File: config.mk
export PLATFORM = sky130hd
export DESIGN_NAME = bop_ctrl
export DESIGN_NICKNAME = d
export VERILOG_FILES = /design/src/rtl/p_hardisc.sv /design/src/rtl/bop_ctrl.sv
export SDC_FILE = /design/constraint.sdc
export NUM_CORES = 1
export LEC_CHECK = 0
export ABC_AREA = 1
export CORE_ASPECT_RATIO = 0.5
export CORE_MARGIN = 3
export CORE_UTILIZATION = 35
export CTS_BUF_LIST = sky130_fd_sc_hd__clkbuf_4
export CTS_CLUSTER_DIAMETER = 80
export DETAILED_ROUTE_END_ITERATION = 10
export GPL_TIMING_DRIVEN = 0
export PLACE_DENSITY = 0.83
export SLEW_MARGIN = 15
export SYNTH_ARGS = -nofsm -noshare
export SYNTH_HDL_FRONTEND = slang
export SYNTH_SLANG_ARGS = --single-unit
export TNS_END_PERCENT = 100
File: constraint.sdc
create_clock -name s_clk_i -period 1.6 [get_ports s_clk_i]
set_input_delay 0.32 -clock s_clk_i [delete_from_list [all_inputs] [get_ports s_clk_i]]
set_output_delay 0.32 -clock s_clk_i [all_outputs]
set_load 0.05 [all_outputs]
File: src/rtl/p_hardisc.sv
// ============================================================================
// Module : p_hardisc
// Shared core types and widths used by the BOP sequencing controller.
// Rev    : 1.0
// ============================================================================
`default_nettype none

package p_hardisc;

    localparam int BOP_WIDTH = 32;

    typedef enum logic [1:0] {
        BOPC_RUN   = 2'd0,
        BOPC_FLUSH = 2'd1,
        BOPC_HOLD  = 2'd2
    } bop_ctrl_state_t;

endpackage

`default_nettype wire

File: src/rtl/bop_ctrl.sv
// ============================================================================
// Module : bop_ctrl
// Push/pop/flush sequencing for the buffer of predictions; optional shadow
// occupancy check enabled by BOP_CONSISTENCY_CHECK_EN.
// Rev    : 1.0
// ============================================================================
`default_nettype none

module bop_ctrl
    import p_hardisc::*;
#(
    parameter int SIZE        = 2,
    parameter int HOLD_CYCLES = 2
) (
    input  logic                 s_clk_i,
    input  logic                 s_rst_i,
    input  logic                 s_flush_i,
    input  logic                 s_pred_valid_i,
    input  logic [BOP_WIDTH-1:0] s_pred_addr_i,
    output logic                 s_pred_stall_o,
    input  logic                 s_toc_i,
    input  logic [BOP_WIDTH-1:0] s_toc_addr_i,
    output logic                 s_mispredict_o,
    output logic [BOP_WIDTH-1:0] s_redirect_addr_o,
    output logic                 s_err_o,
    output logic                 s_bop_push_o,
    output logic                 s_bop_pop_o,
    output logic                 s_bop_flush_o,
    output logic [BOP_WIDTH-1:0] s_bop_data_o,
    input  logic [BOP_WIDTH-1:0] s_bop_data_i,
    input  logic                 s_bop_ready_i,
    input  logic                 s_bop_full_i
);

    localparam int HOLD_W = (HOLD_CYCLES > 0) ? $clog2(HOLD_CYCLES + 1) : 1;

    bop_ctrl_state_t      state_q, state_d;
    logic [HOLD_W-1:0]    hold_q, hold_d;
    logic                 mispredict_q, mispredict_d;
    logic [BOP_WIDTH-1:0] redirect_q, redirect_d;
    logic                 err_q, err_d;

    logic w_run, w_pop, w_push, w_mismatch, w_toc_empty, w_cons_err;

    always_comb begin
        w_run       = (state_q == BOPC_RUN) & ~s_rst_i;
        w_pop       = w_run & s_toc_i & s_bop_ready_i & ~s_flush_i;
        w_mismatch  = w_pop & (s_bop_data_i != s_toc_addr_i);
        w_toc_empty = w_run & s_toc_i & ~s_bop_ready_i & ~s_flush_i;
        // A mismatching pop flushes the BOP next cycle, so the new entry would be lost anyway.
        w_push      = w_run & s_pred_valid_i & ~s_flush_i
                    & (~s_bop_full_i | w_pop) & ~w_mismatch;
    end

    assign s_bop_pop_o       = w_pop;
    assign s_bop_push_o      = w_push;
    assign s_pred_stall_o    = s_pred_valid_i & ~w_push & ~s_rst_i;
    assign s_bop_flush_o     = s_rst_i | s_flush_i | (state_q == BOPC_FLUSH);
    assign s_bop_data_o      = s_pred_addr_i;
    assign s_mispredict_o    = mispredict_q;
    assign s_redirect_addr_o = redirect_q;
    assign s_err_o           = err_q;

`ifdef BOP_CONSISTENCY_CHECK_EN
    localparam int OCC_W = $clog2(SIZE + 1);

    logic [OCC_W-1:0] occ_q;

    always_ff @(posedge s_clk_i) begin
        if (s_bop_flush_o) begin
            occ_q <= '0;
        end else if (w_push & ~w_pop) begin
            occ_q <= occ_q + 1'b1;
        end else if (w_pop & ~w_push) begin
            occ_q <= occ_q - 1'b1;
        end
    end

    assign w_cons_err = w_run & (((occ_q == OCC_W'(SIZE)) != s_bop_full_i)
                               | ((occ_q != '0) != s_bop_ready_i));
`else
    assign w_cons_err = 1'b0;
`endif

    always_comb begin
        state_d    = state_q;
        hold_d     = hold_q;
        redirect_d = redirect_q;
        err_d      = err_q | w_toc_empty | w_cons_err;
        // External flush takes the same exit as the FLUSH state: refill window, no mispredict.
        if (s_flush_i || state_q == BOPC_FLUSH) begin
            hold_d  = HOLD_W'(HOLD_CYCLES);
            state_d = (HOLD_CYCLES == 0) ? BOPC_RUN : BOPC_HOLD;
        end else begin
            case (state_q)
                BOPC_RUN: begin
                    if (w_mismatch || w_toc_empty) begin
                        redirect_d = s_toc_addr_i;
                        state_d    = BOPC_FLUSH;
                    end
                end
                BOPC_HOLD: begin
                    hold_d = hold_q - 1'b1;
                    if (hold_q <= HOLD_W'(1)) begin
                        state_d = BOPC_RUN;
                    end
                end
                default: state_d = BOPC_RUN;
            endcase
        end
        mispredict_d = (state_d == BOPC_FLUSH);
    end

    always_ff @(posedge s_clk_i) begin
        if (s_rst_i) begin
            state_q      <= BOPC_RUN;
            hold_q       <= '0;
            mispredict_q <= 1'b0;
            redirect_q   <= '0;
            err_q        <= 1'b0;
        end else begin
            state_q      <= state_d;
            hold_q       <= hold_d;
            mispredict_q <= mispredict_d;
            redirect_q   <= redirect_d;
            err_q        <= err_d;
        end
    end

endmodule

`default_nettype wire

==> PnR_summary.wiki, run 1 <==
{| class="wikitable"
! Metric !! Value
|-
| Number of library cell types mapped by synthesis || 18
|-
| Number of hold buffers added after cts || 0
|-
| Number of rows in the core area || 19
|-
| Multiplexer share of the synthesized area || 0
|-
| Number of pins exceeding their max-slew limit in the final report || 0
|-
| Leakage power figure || 2.29 nW
|-
| Die boundary width || 120 µm
|-
| Overall power || 2.66 mW
|-
| Syn_nets || 463
|-
| Clk buf depth || 2
|-
| Maximum net fanout on the critical path || 2
|-
| CTS Buf Count || 5
|-
| Origin of the worst min-delay path || s_toc_addr_i[30]
|-
| Routed wirelength normalized by instance count || 12.4 µm
|-
| Skew final || 0.0110 ns
|-
| Yosys top cell area share || 0.337
|-
| Synthesis-stage register bit count || 38
|-
| Data required, critical path || 1.28 ns
|-
| Area of the core || 5850 µm²
|-
| Number of H-tree branching levels || 2
|-
| Drt via density || 4.34
|-
| Final nets || 669
|-
| Root Driver || sky130_fd_sc_hd__clkbuf_4
|-
| FMAX || 0.537 GHz
|-
| Final min period || 1.86 ns
|-
| Setup slack after placement || -1.27 ns
|-
| Crit. End Element || output port
|-
| Number of buffer cells added on primary ports || 140
|-
| Setup slack of the worst register-to-register path || 0 ns
|-
| Status || finished, violations left
|-
| Cell count after synthesis || 360
|-
| Startpoint of the most critical register-to-register path || state_q[1]
|-
| Wire length of the first global-routing pass || 12100 µm
|-
| Final worst-path cycle share || 1.16
|-
| Top Ports || 173
|-
| Endpoint of the worst register-to-register path || s_redirect_addr_o[2]
|-
| Worst setup path end || s_pred_stall_o
|-
| Routability congestion estimate || 0.812
|-
| Area growth, synth to finish || 88.9%
|-
| Worst-case reg-to-reg path depth || 9
|-
| Worst min-delay path class || in -> reg
|-
| Arrival time at the worst endpoint || 1.54 ns
|-
| Number of standard cells in the final layout excluding fillers || 650
|-
| XOR/XNOR share of the synthesized area || 0.0930
|-
| Peak VDD IR || 0.320 mV
|-
| Clock Latency Late Sink || 0.33 ns
|-
| Basic-gate share of the synthesized area counting and, or, nand and nor cells || 0.344
|-
| Final setup slack of the worst path || -0.262 ns
|-
| Netlist area before placement || 2260 µm²
|-
| Floorplan die area || 7510 µm²
|-
| Headroom to the max-slew limit || 0.643
|-
| Post-synthesis adder-cell area fraction || 0
|-
| Top cell type by total area after synthesis || sky130_fd_sc_hd__dfxtp_1
|-
| Total Wirelength || 8070 µm
|-
| Ant. Diodes || 0
|-
| Post-DP HPWL || 5490 µm
|-
| Cell total after placement || 584
|-
| Clock edge transition at the registers on the reported setup and hold paths || 0.10 ns
|-
| Maximum capacitance violations || 0
|-
| Worst hold slack || 0.285 ns
|-
| # DRC || 0
|-
| Share of final-layout standard cells stronger than drive strength 1 || 0.424
|-
| Kind of launch point of the worst setup path || input port
|-
| First-pass iteration count of the detailed router || 4
|-
| Launching element of the worst setup path || s_toc_addr_i[24]
|-
| Pin count of the biggest net entering global routing || 11
|-
| Total of endpoints with negative setup slack in the final report || 31
|-
| Setup repair after global routing missed its margin || true
|-
| Longest individual stage delay on the worst path || 0.20 ns
|-
| Warning count from the yosys run || 0
|-
| Initial core utilization || 0.386
|-
| Global-route usage over all layers || 0.197
|-
| Most frequent cells in the layout || 107 x sky130_fd_sc_hd__nand2_1, 88 x sky130_fd_sc_hd__buf_4, 58 x sky130_fd_sc_hd__nor2_1
|-
| Number of global-route vias before repair || 2686
|-
| Cell types with the largest area share after synthesis || sky130_fd_sc_hd__dfxtp_1 34%, sky130_fd_sc_hd__nand2_1 20%, sky130_fd_sc_hd__nor2_1 13%
|-
| Failing checks || negative setup slack
|-
| TritonCTS sink count || 38
|-
| Die height || 62.8 µm
|-
| Slew at the pin closest to its max-slew limit || 0.537 ns
|-
| CP cell instances || buf_6 > xnor2_2 > nand2_1 > nor2_1 > nand2_1 > nor2_2 > nand2_1 > nand2_2 > and3_4 > nor2_4 > buf_8
|-
| Antenna Violating Nets Remaining || 0
|-
| Antenna violations before repair || 0
|-
| Average size of a mapped cell || 6.28 µm²
|-
| Main combinational cell family by area after synthesis || simple AND/OR/NAND/NOR gates
|-
| Share of the synthesized area in compound gates (AO/OA/AOI/OAI) || 0.0133
|-
| WS Path Type || in -> out
|-
| Most common cell after layout, fill and taps aside || sky130_fd_sc_hd__nand2_1
|-
| Seq/Total Area, Yosys || 0.337
|-
| CTS tree || yes
|-
| Final global-route overflow total || 0
|-
| Cell seen most often among critical-path stages || sky130_fd_sc_hd__nand2_1
|-
| Slowest stage cell on the critical path || sky130_fd_sc_hd__and3_4
|-
| Final hold violations || 0
|-
| Total via count after detailed routing || 2819
|-
| Number of design-rule violations left by the first detailed-router iteration || 112
|-
| Power per standard cell area || 624 nW/µm²
|}
[synthesized netlist by cell type]
cell	n
sky130_fd_sc_hd__nand2_1	119
sky130_fd_sc_hd__buf_6	3
sky130_fd_sc_hd__buf_2	3
sky130_fd_sc_hd__o21ai_0	1
sky130_fd_sc_hd__nor2_1	79
sky130_fd_sc_hd__nand2_2	2
sky130_fd_sc_hd__xnor2_1	23
sky130_fd_sc_hd__inv_1	45
sky130_fd_sc_hd__inv_2	1
sky130_fd_sc_hd__dfxtp_1	38
sky130_fd_sc_hd__a21oi_1	5
sky130_fd_sc_hd__xor2_1	1
sky130_fd_sc_hd__nand4_1	1
sky130_fd_sc_hd__nand3_1	1
sky130_fd_sc_hd__nor3_1	1
sky130_fd_sc_hd__and3_1	1
sky130_fd_sc_hd__buf_4	33
sky130_fd_sc_hd__clkbuf_1	3
[report_power, final]
part / switching (mW) / total (mW) / internal [mW]
Combinational: 0.640 / 1.15 / 0.509
Sequential: 0.0298 / 1.03 / 0.997
Clock: 0.287 / 0.488 / 0.200
[what timing repair did]
item | 4_1_cts | 5_1_grt
endpoints found under the setup margin | 71 | 23
setup buffers | 60 | 6
resized for setup | 331 | 78
cloned | 1 | 1
pin swaps | 77 | 42
[cell type report]
class,instances,area [µm²]
inverters,46,178
flip-flops and latches,38,763
fillers,460,1580
repair buffers,199,1630
plain buffers,42,332
multi-input cells,234,1200
clock buffers,7,52.6
well taps,84,105
[worst max-delay path: cells and delay by family]
family	cells	cell delay, ns
and+or+nand+nor	8	0.82
buffers and inverters	2	0.24
xor gates and xnor gates	1	0.14
[metal layers]
metal  global-route usage  routed length, µm  share of wire
met5                    0                  0              0
met4               0.0499                155          0.019
met3               0.0398                418          0.052
met2                0.387               4380           0.54
met1                0.216               3120           0.39
[kinds of logic after synthesis]
family,after synthesis
AO/OA/AOI/OAI,6
buffers and inverters,88
XOR/XNOR,24
flip-flops,38
AND/OR/NAND/NOR,204
[how the worst min path moves through the flow]
stage | end | slack [ns] | cells past startpoint
2_1_floorplan | hold_q[1] | 0.39 | 1
3_3_place_gp | s_err_o | 0.44 | 2
3_5_place_dp | hold_q[0] | 0.47 | 2
4_1_cts | s_redirect_addr_o[26] | 0.27 | 5
5_1_grt | s_redirect_addr_o[23] | 0.27 | 5
6_report | s_redirect_addr_o[30] | 0.28 | 5
[per-stage QoR]
step / instance area, µm² / setup TNS, ns / utilization
3_3_place_gp: 3790 / -22.70 / 0.649
6_report: 4270 / -1.79 / 0.730
2_1_floorplan: 2290 / -0.172 / -
5_1_grt: 4270 / -4.16 / 0.730
3_5_place_dp: 3790 / -22.69 / 0.649
4_1_cts: 4050 / -0.463 / 0.692
[sequential cells by signal (all words and copies together) (netlist names)]
register / flops
hold_q: 2
s_err_o: 1
s_mispredict_o: 1
s_redirect_addr_o: 32
state_q: 2
Note: power is estimated with default switching activity, not from simulation.
==> run 2: changes to the inputs <==
--- a/config.mk
+++ b/config.mk
@@ -8,2 +8,3 @@
 export ABC_AREA = 1
+export CAP_MARGIN = 40
 export CORE_ASPECT_RATIO = 0.5
--- a/constraint.sdc
+++ b/constraint.sdc
@@ -3,2 +3,2 @@
 set_output_delay 0.32 -clock s_clk_i [all_outputs]
-set_load 0.05 [all_outputs]
+set_load 0.1 [all_outputs]
==> run 2 against run 1 <==
The run now fails in clock tree synthesis (4_1_cts). Synthesized area did not move. Synthesized cell count did not move.
==> PnR_summary.wiki, run 2 <==
{| class="wikitable"
! Metric !! Value
|-
| Top Ports || 173 (unchanged)
|-
| Die boundary width || 120 µm (unchanged)
|-
| TritonCTS sink count || 38 (unchanged)
|-
| Last stage || clock tree synthesis (4_1_cts)
|-
| Routability congestion estimate || 0.801 (-1.3%)
|-
| Clk buf depth || 2 (unchanged)
|-
| CTS Buf Count || 5 (unchanged)
|-
| Seq/Total Area, Yosys || 0.337 (unchanged)
|-
| Synthesis-stage register bit count || 38 (unchanged)
|-
| Main combinational cell family by area after synthesis || simple AND/OR/NAND/NOR gates
|-
| Number of enable-type register cells in the synthesized netlist || 0 (unchanged)
|-
| Number of hold buffers added after cts || 0 (unchanged)
|-
| Number of rows in the core area || 19 (unchanged)
|-
| Number of H-tree branching levels || 2 (unchanged)
|-
| Yosys top cell area share || 0.337 (unchanged)
|-
| Top cell type by total area after synthesis || sky130_fd_sc_hd__dfxtp_1
|-
| Number of buffers added for setup after CTS || 82 (+37%)
|-
| Die height || 62.8 µm (unchanged)
|-
| Status || aborted with a tool error
|-
| Number of buffer cells added on primary ports || 140 (unchanged)
|-
| Root Driver || sky130_fd_sc_hd__clkbuf_4
|-
| Netlist area before placement || 2260 µm² (unchanged)
|-
| Number of library cell types mapped by synthesis || 18 (unchanged)
|-
| Cell Area, Placed || 5140 µm² (+35%)
|-
| Post-DP HPWL || 8560 µm (+56%)
|-
| Cell with the most instances after synthesis || sky130_fd_sc_hd__nand2_1
|-
| Warning count from the yosys run || 0 (unchanged)
|-
| XOR/XNOR share of the synthesized area || 0.0930 (unchanged)
|-
| Initial core utilization || 0.386 (unchanged)
|-
| Basic-gate share of the synthesized area counting and, or, nand and nor cells || 0.344 (unchanged)
|-
| Cell types with the largest area share after synthesis || sky130_fd_sc_hd__dfxtp_1 34%, sky130_fd_sc_hd__nand2_1 20%, sky130_fd_sc_hd__nor2_1 13%
|-
| Most instantiated cells after synthesis || 119 x sky130_fd_sc_hd__nand2_1, 79 x sky130_fd_sc_hd__nor2_1, 45 x sky130_fd_sc_hd__inv_1
|-
| Multiplexer share of the synthesized area || 0 (unchanged)
|-
| Average size of a mapped cell || 6.28 µm² (unchanged)
|-
| Share of the synthesized area in compound gates (AO/OA/AOI/OAI) || 0.0133 (unchanged)
|-
| Cell count after synthesis || 360 (unchanged)
|-
| Post-synthesis adder-cell area fraction || 0 (unchanged)
|-
| Log Error || [ERROR DPL-0038] Utilization greater than 100%, impossible to legalize
|-
| Dominant synthesized flop cell || sky130_fd_sc_hd__dfxtp_1
|-
| Syn_nets || 463 (unchanged)
|-
| Post_cts resized || 418 (+26%)
|-
| Async set-or-reset flop fraction in the synthesized netlist || 0 (unchanged)
|}
-- run 2: kinds of logic after synthesis --
logic type | count (synthesis)
buf+inv | 88
compound gates | 6
flops | 38
simple gates | 204
xor+xnor | 24
-- run 2: stage by stage --
step,hold slack (ns),worst slack [ns],instances
floorplan,0.389,-0.686,360
global placement,0.438,-1.59,584
detailed placement,0.449,-1.30,654
==> run 3: changes to the inputs <==
- CORE_ASPECT_RATIO: 0.5 -> unset
- CORE_UTILIZATION: 35 -> 34
- CTS_BUF_LIST: sky130_fd_sc_hd__clkbuf_4 -> unset
- CTS_CLUSTER_DIAMETER: 80 -> unset
- PLACE_DENSITY: 0.83 -> unset
- PLACE_DENSITY_LB_ADDON: unset -> 0.15
==> run 3 against run 2 <==
The flow now finishes, with violations (negative setup slack).
==> PnR_summary.wiki, run 3 (synthesis gave the netlist of run 1 again) <==
{| class="wikitable"
! Metric !! Value
|-
| Total via count after detailed routing || 3335
|-
| CTS Buf Count || 5 (unchanged)
|-
| Global-route usage over all layers || 0.277
|-
| Total Wirelength || 13200 µm
|-
| WS Path Type || in -> out
|-
| Final hold violations || 0
|-
| Status || finished, violations left
|-
| Family with the most delay on the worst path || simple AND/OR/NAND/NOR gates
|-
| Area of the core || 6390 µm²
|-
| Antenna Violating Nets Remaining || 0
|-
| Overall power || 3.69 mW
|-
| CP cell instances || buf_2 > xnor2_2 > nand2_2 > nor2_4 > nand2_2 > nor2_2 > nand2_1 > nand2_2 > and3_4 > buf_6 > buf_12
|-
| Cell depth of the worst min-delay path || 2
|-
| Slowest stage cell on the critical path || sky130_fd_sc_hd__and3_4
|-
| Setup slack of the worst register-to-register path || -0.13 ns
|-
| Number of design-rule violations left by the first detailed-router iteration || 96
|-
| Data required, critical path || 1.28 ns
|-
| Final worst-path cycle share || 1.22
|-
| Pin count of the biggest net entering global routing || 11
|-
| Total of endpoints with negative setup slack in the final report || 35
|-
| Clk buf depth || 2 (unchanged)
|-
| Post-DP HPWL || 7080 µm (-17%)
|-
| Clock Latency Late Sink || 0.28 ns
|-
| Crit. End Element || output port
|-
| CTS tree || yes
|-
| Area growth, synth to finish || 156%
|-
| Power per standard cell area || 638 nW/µm²
|-
| Final setup slack of the worst path || -0.354 ns
|-
| Cell count along the critical path || 11
|-
| Headroom to the max-slew limit || 0.584
|-
| Leakage power figure || 2.93 nW
|-
| Cell Area, Placed || 5020 µm² (-2.4%)
|-
| Failing checks || negative setup slack
|-
| Wire length of the first global-routing pass || 16100 µm
|-
| Routability congestion estimate || 0.787 (-1.7%)
|-
| # DRC || 0
|-
| Maximum capacitance violations || 0
|-
| Peak VDD IR || 0.563 mV
|-
| Setup repair after global routing missed its margin || true
|-
| Top Ports || 173 (unchanged)
|-
| Setup slack after placement || -1.21 ns (+0.0917 ns)
|-
| Initial core utilization || 0.354 (-0.0326)
|-
| Most frequent cells in the layout || 82 x sky130_fd_sc_hd__buf_4, 77 x sky130_fd_sc_hd__nand2_1, 53 x sky130_fd_sc_hd__nor2_1
|-
| Worst-case reg-to-reg path depth || 11
|-
| Startpoint of the most critical register-to-register path || state_q[1]
|-
| Routed wirelength normalized by instance count || 18.9 µm
|-
| Kind of launch point of the worst setup path || input port
|-
| Skew final || 0.00306 ns
|-
| Ant. Diodes || 0
|-
| Die boundary width || 87.5 µm (-27%)
|-
| Maximum net fanout on the critical path || 2
|-
| Cell seen most often among critical-path stages || sky130_fd_sc_hd__nand2_2
|-
| Antenna violations before repair || 0
|-
| Clock edge transition at the registers on the reported setup and hold paths || 0.08 ns
|-
| Most common cell after layout, fill and taps aside || sky130_fd_sc_hd__buf_4
|-
| Number of flip-flops under the largest register name || 32
|-
| Endpoint of the worst register-to-register path || s_redirect_addr_o[28]
|-
| Final nets || 724
|-
| Final global-route overflow total || 0
|-
| Total buffers and inverters traversed by the critical path || 3
|-
| Launching element of the worst setup path || s_toc_addr_i[23]
|-
| Share of final-layout standard cells stronger than drive strength 1 || 0.548
|-
| Post-route setup TNS || -5.09 ns
|-
| Floorplan die area || 7660 µm²
|-
| Arrival time at the worst endpoint || 1.63 ns
|-
| Number of H-tree branching levels || 2 (unchanged)
|-
| FMAX || 0.512 GHz
|-
| Longest individual stage delay on the worst path || 0.21 ns
|-
| TritonCTS sink count || 38 (unchanged)
|-
| Drt via density || 4.78
|-
| Final min period || 1.95 ns
|-
| Slew at the pin closest to its max-slew limit || 0.625 ns
|-
| Number of pins exceeding their max-slew limit in the final report || 0
|-
| First-pass iteration count of the detailed router || 4
|-
| Number of global-route vias before repair || 3307
|-
| Fin area || 5780 µm²
|-
| Worst setup path end || s_bop_push_o
|-
| Number of rows in the core area || 29 (+10)
|-
| Worst min-delay path class || in -> reg
|-
| Die height || 87.5 µm (+39%)
|-
| Number of buffer cells added on primary ports || 140 (unchanged)
|-
| Root Driver || sky130_fd_sc_hd__clkbuf_8
|}
-- run 3: area by class of cell --
type / instances / area (µm²)
repair buffers: 254 / 2890
plain buffers: 42 / 359
flip-flops and latches: 38 / 766
well taps: 77 / 96.3
clock buffers: 7 / 76.3
fillers: 264 / 603
multi-input cells: 234 / 1410
inverters: 46 / 190
-- run 3: through the flow --
step	hold WS, ns	utilization	instances
2_1_floorplan	0.389	-	360
3_3_place_gp	0.440	0.596	577
3_5_place_dp	0.442	0.786	647
4_1_cts	0.345	0.819	686
5_1_grt	0.277	0.906	698
6_report	0.272	0.906	698
-- run 3: metal layers --
layer | GRT usage | share of wire | up-vias | wire [µm]
li1 | - | - | 1535 | -
met1 | 0.271 | 0.33 | 1576 | 4420
met2 | 0.558 | 0.55 | 176 | 7300
met3 | 0.0643 | 0.065 | 48 | 855
met4 | 0.0907 | 0.048 | 0 | 630
met5 | 0 | 0 | - | 0
-- run 3: repair_timing --
item,in CTS,in global routing
hold buffers,0,0
gates resized for setup,330,134
setup endpoints to repair,71,36
pin swaps,73,48
setup buffers,55,11
gates cloned,0,4
-- run 3: worst min path at each step --
stage / start / slack (ns) / to
CTS: s_toc_addr_i[27] / 0.34 / s_redirect_addr_o[27]
global route: s_rst_i / 0.28 / state_q[1]
finish: s_rst_i / 0.27 / state_q[1]
global placement: s_err_o / 0.44 / s_err_o
floorplan: s_rst_i / 0.39 / hold_q[1]
detailed placement: s_err_o / 0.44 / s_err_o
-- run 3: power breakdown --
part / switching, mW / internal (mW) / total [mW]
Sequential: 0.0505 / 0.996 / 1.05
Combinational: 1.16 / 0.838 / 2.00
Clock: 0.343 / 0.301 / 0.644
-- run 3: worst reg2reg max path: stages (launching register included) --
cell                      delay [ns]
sky130_fd_sc_hd__dfxtp_2        0.35
sky130_fd_sc_hd__nor2_2         0.12
sky130_fd_sc_hd__nand2_2        0.08
sky130_fd_sc_hd__nor2_4         0.15
sky130_fd_sc_hd__nand2_2        0.08
sky130_fd_sc_hd__buf_4          0.13
sky130_fd_sc_hd__buf_6          0.12
sky130_fd_sc_hd__nand2_8        0.09
sky130_fd_sc_hd__buf_12         0.16
sky130_fd_sc_hd__buf_6          0.17
sky130_fd_sc_hd__nor2_1         0.08
sky130_fd_sc_hd__nor2_1         0.14
==> run 4: changes to the inputs <==
- CAP_MARGIN: 40 -> 15
==> run 4 against run 3 <==
The flow still finishes with violations (negative setup slack). Global-route usage decreased by 9.3 points. Clock skew increased by 0.00095 ns. Non-clock buffer count decreased by 39. First-iteration DRC count decreased by 31%. Power decreased by 12%. Maximum frequency decreased by 2.1%. Register-to-register slack improved by 0.11 ns. Worst hold slack improved by 0.075 ns. Sequential power about the same. Die area unchanged. Critical endpoint is now s_pred_stall_o.
==> PnR_summary.wiki, run 4 (synthesis gave the netlist of run 1 again) <==
{| class="wikitable"
! Metric !! Value
|-
| Status || finished, violations left
|-
| Failing checks || negative setup slack
|-
| CTS Buf Count || 5 (unchanged)
|-
| Pin count of the biggest net entering global routing || 12 (+1)
|-
| Maximum net fanout on the critical path || 2 (unchanged)
|-
| Setup slack of the worst register-to-register path || -0.02 ns (+0.11 ns)
|-
| Grt met2 use || 0.355 (-0.202)
|-
| Cell seen most often among critical-path stages || sky130_fd_sc_hd__nand2_1
|-
| Area of the core || 6390 µm² (unchanged)
|-
| Overall power || 3.23 mW (-12%)
|-
| Setup repair after global routing missed its margin || true
|-
| Post-Route Utilization || 0.716 (-0.190)
|-
| Clk buf depth || 2 (unchanged)
|-
| Slew at the pin closest to its max-slew limit || 0.964 ns (+0.340 ns)
|-
| Cell depth of the worst min-delay path || 5 (+3)
|-
| CTS tree || yes
|-
| Total Wirelength || 8150 µm (-38%)
|-
| Clock edge transition at the registers on the reported setup and hold paths || 0.07 ns (about the same)
|-
| Setup slack after placement || -1.61 ns (-0.395 ns)
|-
| Kind of launch point of the worst setup path || input port
|-
| Headroom to the max-slew limit || 0.360 (-0.224)
|-
| Antenna violations before repair || 0 (unchanged)
|-
| Fin area || 4570 µm² (-21%)
|-
| Maximum capacitance violations || 0 (unchanged)
|-
| Routability congestion estimate || 0.787 (unchanged)
|-
| Drt via density || 4.28 (-10%)
|-
| Number of inserted filler cells in the final layout || 533 (+100%)
|-
| Initial core utilization || 0.354 (unchanged)
|-
| CP cell instances || buf_2 > xnor2_1 > nand2_1 > nor2_1 > nand2_1 > nor2_1 > nand2_1 > nand2_2 > and3_4 > nor2_4 > buf_12
|-
| Total of endpoints with negative setup slack in the final report || 35 (unchanged)
|-
| Total buffers and inverters traversed by the critical path || 2 (-1)
|-
| Die boundary width || 87.5 µm (unchanged)
|-
| Share of final-layout standard cells stronger than drive strength 1 || 0.491 (-0.0569)
|-
| Seq. cell area || 762 µm² (-0.49%)
|-
| Power per standard cell area || 707 nW/µm² (+11%)
|-
| FMAX || 0.501 GHz (-2.1%)
|-
| WS Path Type || in -> out
|-
| Final nets || 685 (-5.4%)
|-
| Clock Latency Late Sink || 0.28 ns (about the same)
|-
| Crit. End Element || output port
|-
| Global route hottest layer || met2
|-
| Total via count after detailed routing || 2824 (-15%)
|-
| First-pass iteration count of the detailed router || 4 (unchanged)
|-
| Floorplan die area || 7660 µm² (unchanged)
|-
| Arrival time at the worst endpoint || 1.68 ns (+0.05 ns)
|-
| TritonCTS sink count || 38 (unchanged)
|-
| Final setup slack of the worst path || -0.396 ns (-0.0422 ns)
|-
| Number of flip-flops under the largest register name || 32 (unchanged)
|-
| Top Ports || 173 (unchanged)
|-
| Startpoint of the most critical register-to-register path || state_q[0]
|-
| Number of rows in the core area || 29 (unchanged)
|-
| Skew final || 0.00400 ns (+0.000947 ns)
|-
| Data required, critical path || 1.28 ns (about the same)
|-
| Origin of the worst min-delay path || s_toc_addr_i[27]
|-
| Endpoint of the worst register-to-register path || s_redirect_addr_o[30]
|-
| Slowest stage cell on the critical path || sky130_fd_sc_hd__and3_4
|-
| Met1 track demand over resource in global routing || 0.200 (-0.0717)
|-
| Met3 demand-to-capacity share in global routing || 0.0416 (-0.0227)
|-
| Number of design-rule violations left by the first detailed-router iteration || 66 (-31%)
|-
| Number of buffer cells added on primary ports || 140 (unchanged)
|-
| Most frequent cells in the layout || 99 x sky130_fd_sc_hd__nand2_1, 96 x sky130_fd_sc_hd__buf_4, 58 x sky130_fd_sc_hd__nor2_1
|-
| Peak VDD IR || 0.457 mV (-19%)
|-
| Cell Area, Placed || 3800 µm² (-24%)
|-
| Worst setup path end || s_pred_stall_o
|-
| Longest individual stage delay on the worst path || 0.21 ns (about the same)
|-
| Final min period || 2.00 ns (+0.0422 ns)
|-
| Number of H-tree branching levels || 2 (unchanged)
|-
| Worst min-delay path class || in -> reg
|-
| Die height || 87.5 µm (unchanged)
|-
| Launching element of the worst setup path || s_toc_addr_i[23]
|-
| Number of global-route vias before repair || 2589 (-22%)
|-
| # DRC || 0 (unchanged)
|-
| Leakage power figure || 2.35 nW (-20%)
|-
| Worst-case reg-to-reg path depth || 12 (+1)
|-
| Family with the most delay on the worst path || simple AND/OR/NAND/NOR gates
|-
| Final global-route overflow total || 0 (unchanged)
|-
| Wire length of the first global-routing pass || 11300 µm (-30%)
|-
| Number of pins exceeding their max-slew limit in the final report || 0 (unchanged)
|-
| Final worst-path cycle share || 1.25 (+0.0264)
|-
| Routed wirelength normalized by instance count || 12.3 µm (-35%)
|-
| Most common cell after layout, fill and taps aside || sky130_fd_sc_hd__nand2_1
|-
| Final hold violations || 0 (unchanged)
|-
| Ant. Diodes || 0 (unchanged)
|-
| Root Driver || sky130_fd_sc_hd__clkbuf_8
|-
| Antenna Violating Nets Remaining || 0 (unchanged)
|-
| Global-route usage over all layers || 0.184 (-0.0927)
|-
| Area growth, synth to finish || 102%
|-
| Post-DP HPWL || 5120 µm (-28%)
|-
| Area taken by multi-input logic gates || 1230 µm² (-13%)
|-
| Cell count along the critical path || 11 (unchanged)
|}
run 4: changes by cell type in the layout (fill, tap and decap cells not counted), sizes merged:
cell	before	now
clkinv	0	1
clkdlybuf4s15	0	32
clkdlybuf4s50	34	2
dlygate4sd2	24	36
clkbuf	19	17
clkdlybuf4s18	0	2
buf	226	175
run 4: metal layers:
metal	share of wire	vias up	routed length, µm
li1	-	1451	-
met1	0.38	1272	3100
met2	0.54	91	4420
met3	0.063	10	517
met4	0.013	0	102
met5	0	-	0
run 4: area by class of cell:
type,instances,share of cell area
Sequential cell,38,0.167
Timing Repair Buffer,215,0.403
Inverter,46,0.0405
Clock inverter,1,0.00110
Clock buffer,7,0.0189
Buffer,42,0.0797
Tap cell,77,0.0211
Multi-Input combinational cell,234,0.269
run 4: power by group:
part	internal, mW	leakage [nW]	switching (mW)
clock	0.348	0.0482	0.327
combinational	0.530	1.99	0.997
sequential	0.997	0.310	0.0331
run 4: per-stage QoR:
step	setup TNS, ns	hold WS, ns	instances
floorplan	-4.88	0.389	360
global placement	-35.58	0.440	577
detailed placement	-37.12	0.442	577
CTS	-0.507	0.344	651
global route	-9.95	0.354	660
finish	-7.10	0.348	660
run 4: worst min-delay path: stages:
cell and delay, ns:
sky130_fd_sc_hd__buf_2 0.11, sky130_fd_sc_hd__inv_1 0.04, sky130_fd_sc_hd__nand2_1 0.04, sky130_fd_sc_hd__nand2_1 0.05, sky130_fd_sc_hd__nor2_1 0.03
run 4: worst min path at each step:
stage / end / slack [ns]
detailed placement: s_err_o / 0.44
CTS: s_redirect_addr_o[16] / 0.34
global placement: s_err_o / 0.44
floorplan: hold_q[1] / 0.39
finish: s_redirect_addr_o[27] / 0.35
global route: s_redirect_addr_o[16] / 0.35
run 4: timing repair:
item	4_1_cts	5_1_grt
cloned	0	4
setup endpoints to repair	103	36
setup buffers	79	6
resized for setup	440	77
pin swaps	77	35
hold buffers	0	0
==> RTL change (config.mk and constraints of run 3) <==
Re-encode `bop_ctrl_state_t` (3 states) as one-hot, 3 bits wide.
--- a/src/rtl/p_hardisc.sv
+++ b/src/rtl/p_hardisc.sv
@@ -11,6 +11,6 @@
 
-    typedef enum logic [1:0] {
-        BOPC_RUN   = 2'd0,
-        BOPC_FLUSH = 2'd1,
-        BOPC_HOLD  = 2'd2
+    typedef enum logic [2:0] {
+        BOPC_RUN   = 3'b001,
+        BOPC_FLUSH = 3'b010,
+        BOPC_HOLD  = 3'b100
     } bop_ctrl_state_t;
Function: same outputs for any inputs over 10 cycles, from zero or initial values and one cycle with s_rst_i high; not proved beyond that.
==> RTL change against run 3 <==
- the flow still finishes with violations (negative setup slack)
- power shrank 5.7%
- critical path depth grew 1
- wire length shrank 22%
- final area down 0.95%
- non-clock buffer count decreased by 50
- setup slack lost 0.31 ns
- sequential cell count up 1
- area after synthesis grew 13%
==> RTL change: results (changes against run 3) <==
[metrics] HPWL after DPL: 7.84 mm (+11%)
[metrics] Area contributors post-synth: sky130_fd_sc_hd__dfxtp_1 (31%), sky130_fd_sc_hd__nand2_1 (13%), sky130_fd_sc_hd__buf_4 (9.4%)
[metrics] critical path peak fanout: 3 (+1)
[metrics] final-layout fill cell count: 449 (+70%)
[metrics] Unique masters post-synth: 24 (+6)
[metrics] Total Negative Setup Slacks: -8.82 ns (-3.74 ns)
[metrics] final-stage net count: 693 (-4.3%)
[metrics] number of stages on the worst hold path: 3 (+1)
[metrics] result of the run: finished, violations left
[metrics] GRT Overall Usage: 22.9% (-4.8 points)
[metrics] slowest cell on the critical path: sky130_fd_sc_hd__clkdlybuf4s15_1
[metrics] area share of xor/xnor cells in the synthesized design: 8.24% (-1.1 points)
[metrics] Compound-Gate Fraction of Synth Area: 7.60% (+6.3 points)
[metrics] end point of the worst hold path: s_redirect_addr_o[28]
[metrics] global-route wire length before repair: 15.8 mm (-1.6%)
[metrics] number of nets produced by synthesis: 489 (+5.6%)
[metrics] Reg2Reg Depth: 12 (+1)
[metrics] leading cell types by count after synthesis: sky130_fd_sc_hd__nand2_1 (85), sky130_fd_sc_hd__inv_1 (59), sky130_fd_sc_hd__nor2_1 (48), sky130_fd_sc_hd__dfxtp_1 (39), sky130_fd_sc_hd__a21oi_1 (35)
[metrics] final setup slack of the worst path: -0.665 ns (-0.311 ns)
[metrics] detailed router's first-iteration violation count: 100 (+4.2%)
[metrics] met2 wire length: 5.52 mm (-24%)
[metrics] global-route met2 utilization: 43.4% (-12 points)
[metrics] cell-internal power: 2100 uW (-1.7%)
[metrics] Clock Skews: 0.00199 ns (-0.00106 ns)
[metrics] Worst IR Drop VDD: 444 uV (-21%)
[metrics] post-CTS setup repair buffer count: 21 (-62%)
[metrics] final setup fails: 35 (unchanged)
[metrics] violated checks: negative setup slack
[metrics] worst reg2reg setup slack: -0.31 ns (-0.18 ns)
[metrics] number of global-route vias before repair: 3,286 (-0.64%)
[metrics] WL met3: 803 um (-6.1%)
[metrics] count of vias placed by the detailed router: 3,150 (-5.5%)
[metrics] routed wire length per instance: 15.0 um (-21%)
[metrics] WL met1: 3.77 mm (-15%)
[metrics] launch point of the worst reg-to-reg path: state_q[2]
[metrics] share of post-route cells with drive strength above 1: 37.6% (-17 points)
[metrics] post-synthesis sequential area ratio: 30.6% (-3.1 points)
## RTL change: cell count changes in the layout (fill, tap and decap cells not counted), moves of 8 or more
| cell | change |
|---|---|
| sky130_fd_sc_hd__buf_2 | -40 |
| sky130_fd_sc_hd__buf_4 | -33 |
| sky130_fd_sc_hd__nand2_2 | -32 |
| sky130_fd_sc_hd__a21oi_2 | +26 |
| sky130_fd_sc_hd__clkdlybuf4s15_1 | +26 |
| sky130_fd_sc_hd__inv_1 | +26 |
| sky130_fd_sc_hd__buf_6 | -18 |
| sky130_fd_sc_hd__nand3_1 | +18 |
| sky130_fd_sc_hd__nand3_2 | +15 |
| sky130_fd_sc_hd__dlygate4sd2_1 | +14 |
| sky130_fd_sc_hd__nor2_4 | -14 |
| sky130_fd_sc_hd__nor2_1 | -12 |
| sky130_fd_sc_hd__xnor2_1 | +8 |
## RTL change: power by group through the flow
stage,logic (uW),registers (uW),clock network (uW)
floorplan,657,1340,0
global placement,1340,1060,0
detailed placement,1690,1060,0
CTS,1610,1070,755
global route,1730,1080,795
finish,1650,1070,753
## RTL change: cell type report
| type | instances | share of cell area [%] |
|---|---|---|
| Buffer | 48 | 7.16 |
| Timing Repair Buffer | 198 | 46.3 |
| Inverter | 60 | 3.98 |
| Tap cell | 96 | 2.10 |
| Sequential cell | 39 | 13.7 |
| Clock buffer | 8 | 1.75 |
| Multi-Input combinational cell | 237 | 25.0 |
## RTL change: tightest hold or removal path, delay by kind of cell
kind	cells	cell delay (ns)
AOI/OAI and AO/OA	1	0.04
buffers and inverters	1	0.13
and+or+nand+nor	1	0.08
## RTL change: stage by stage
stage	utilization (%)	power, uW
finish	81.6	3480
global route	81.6	3600
CTS	79.1	3440
detailed placement	76.9	2760
global placement	59.3	2390
floorplan	-	2000
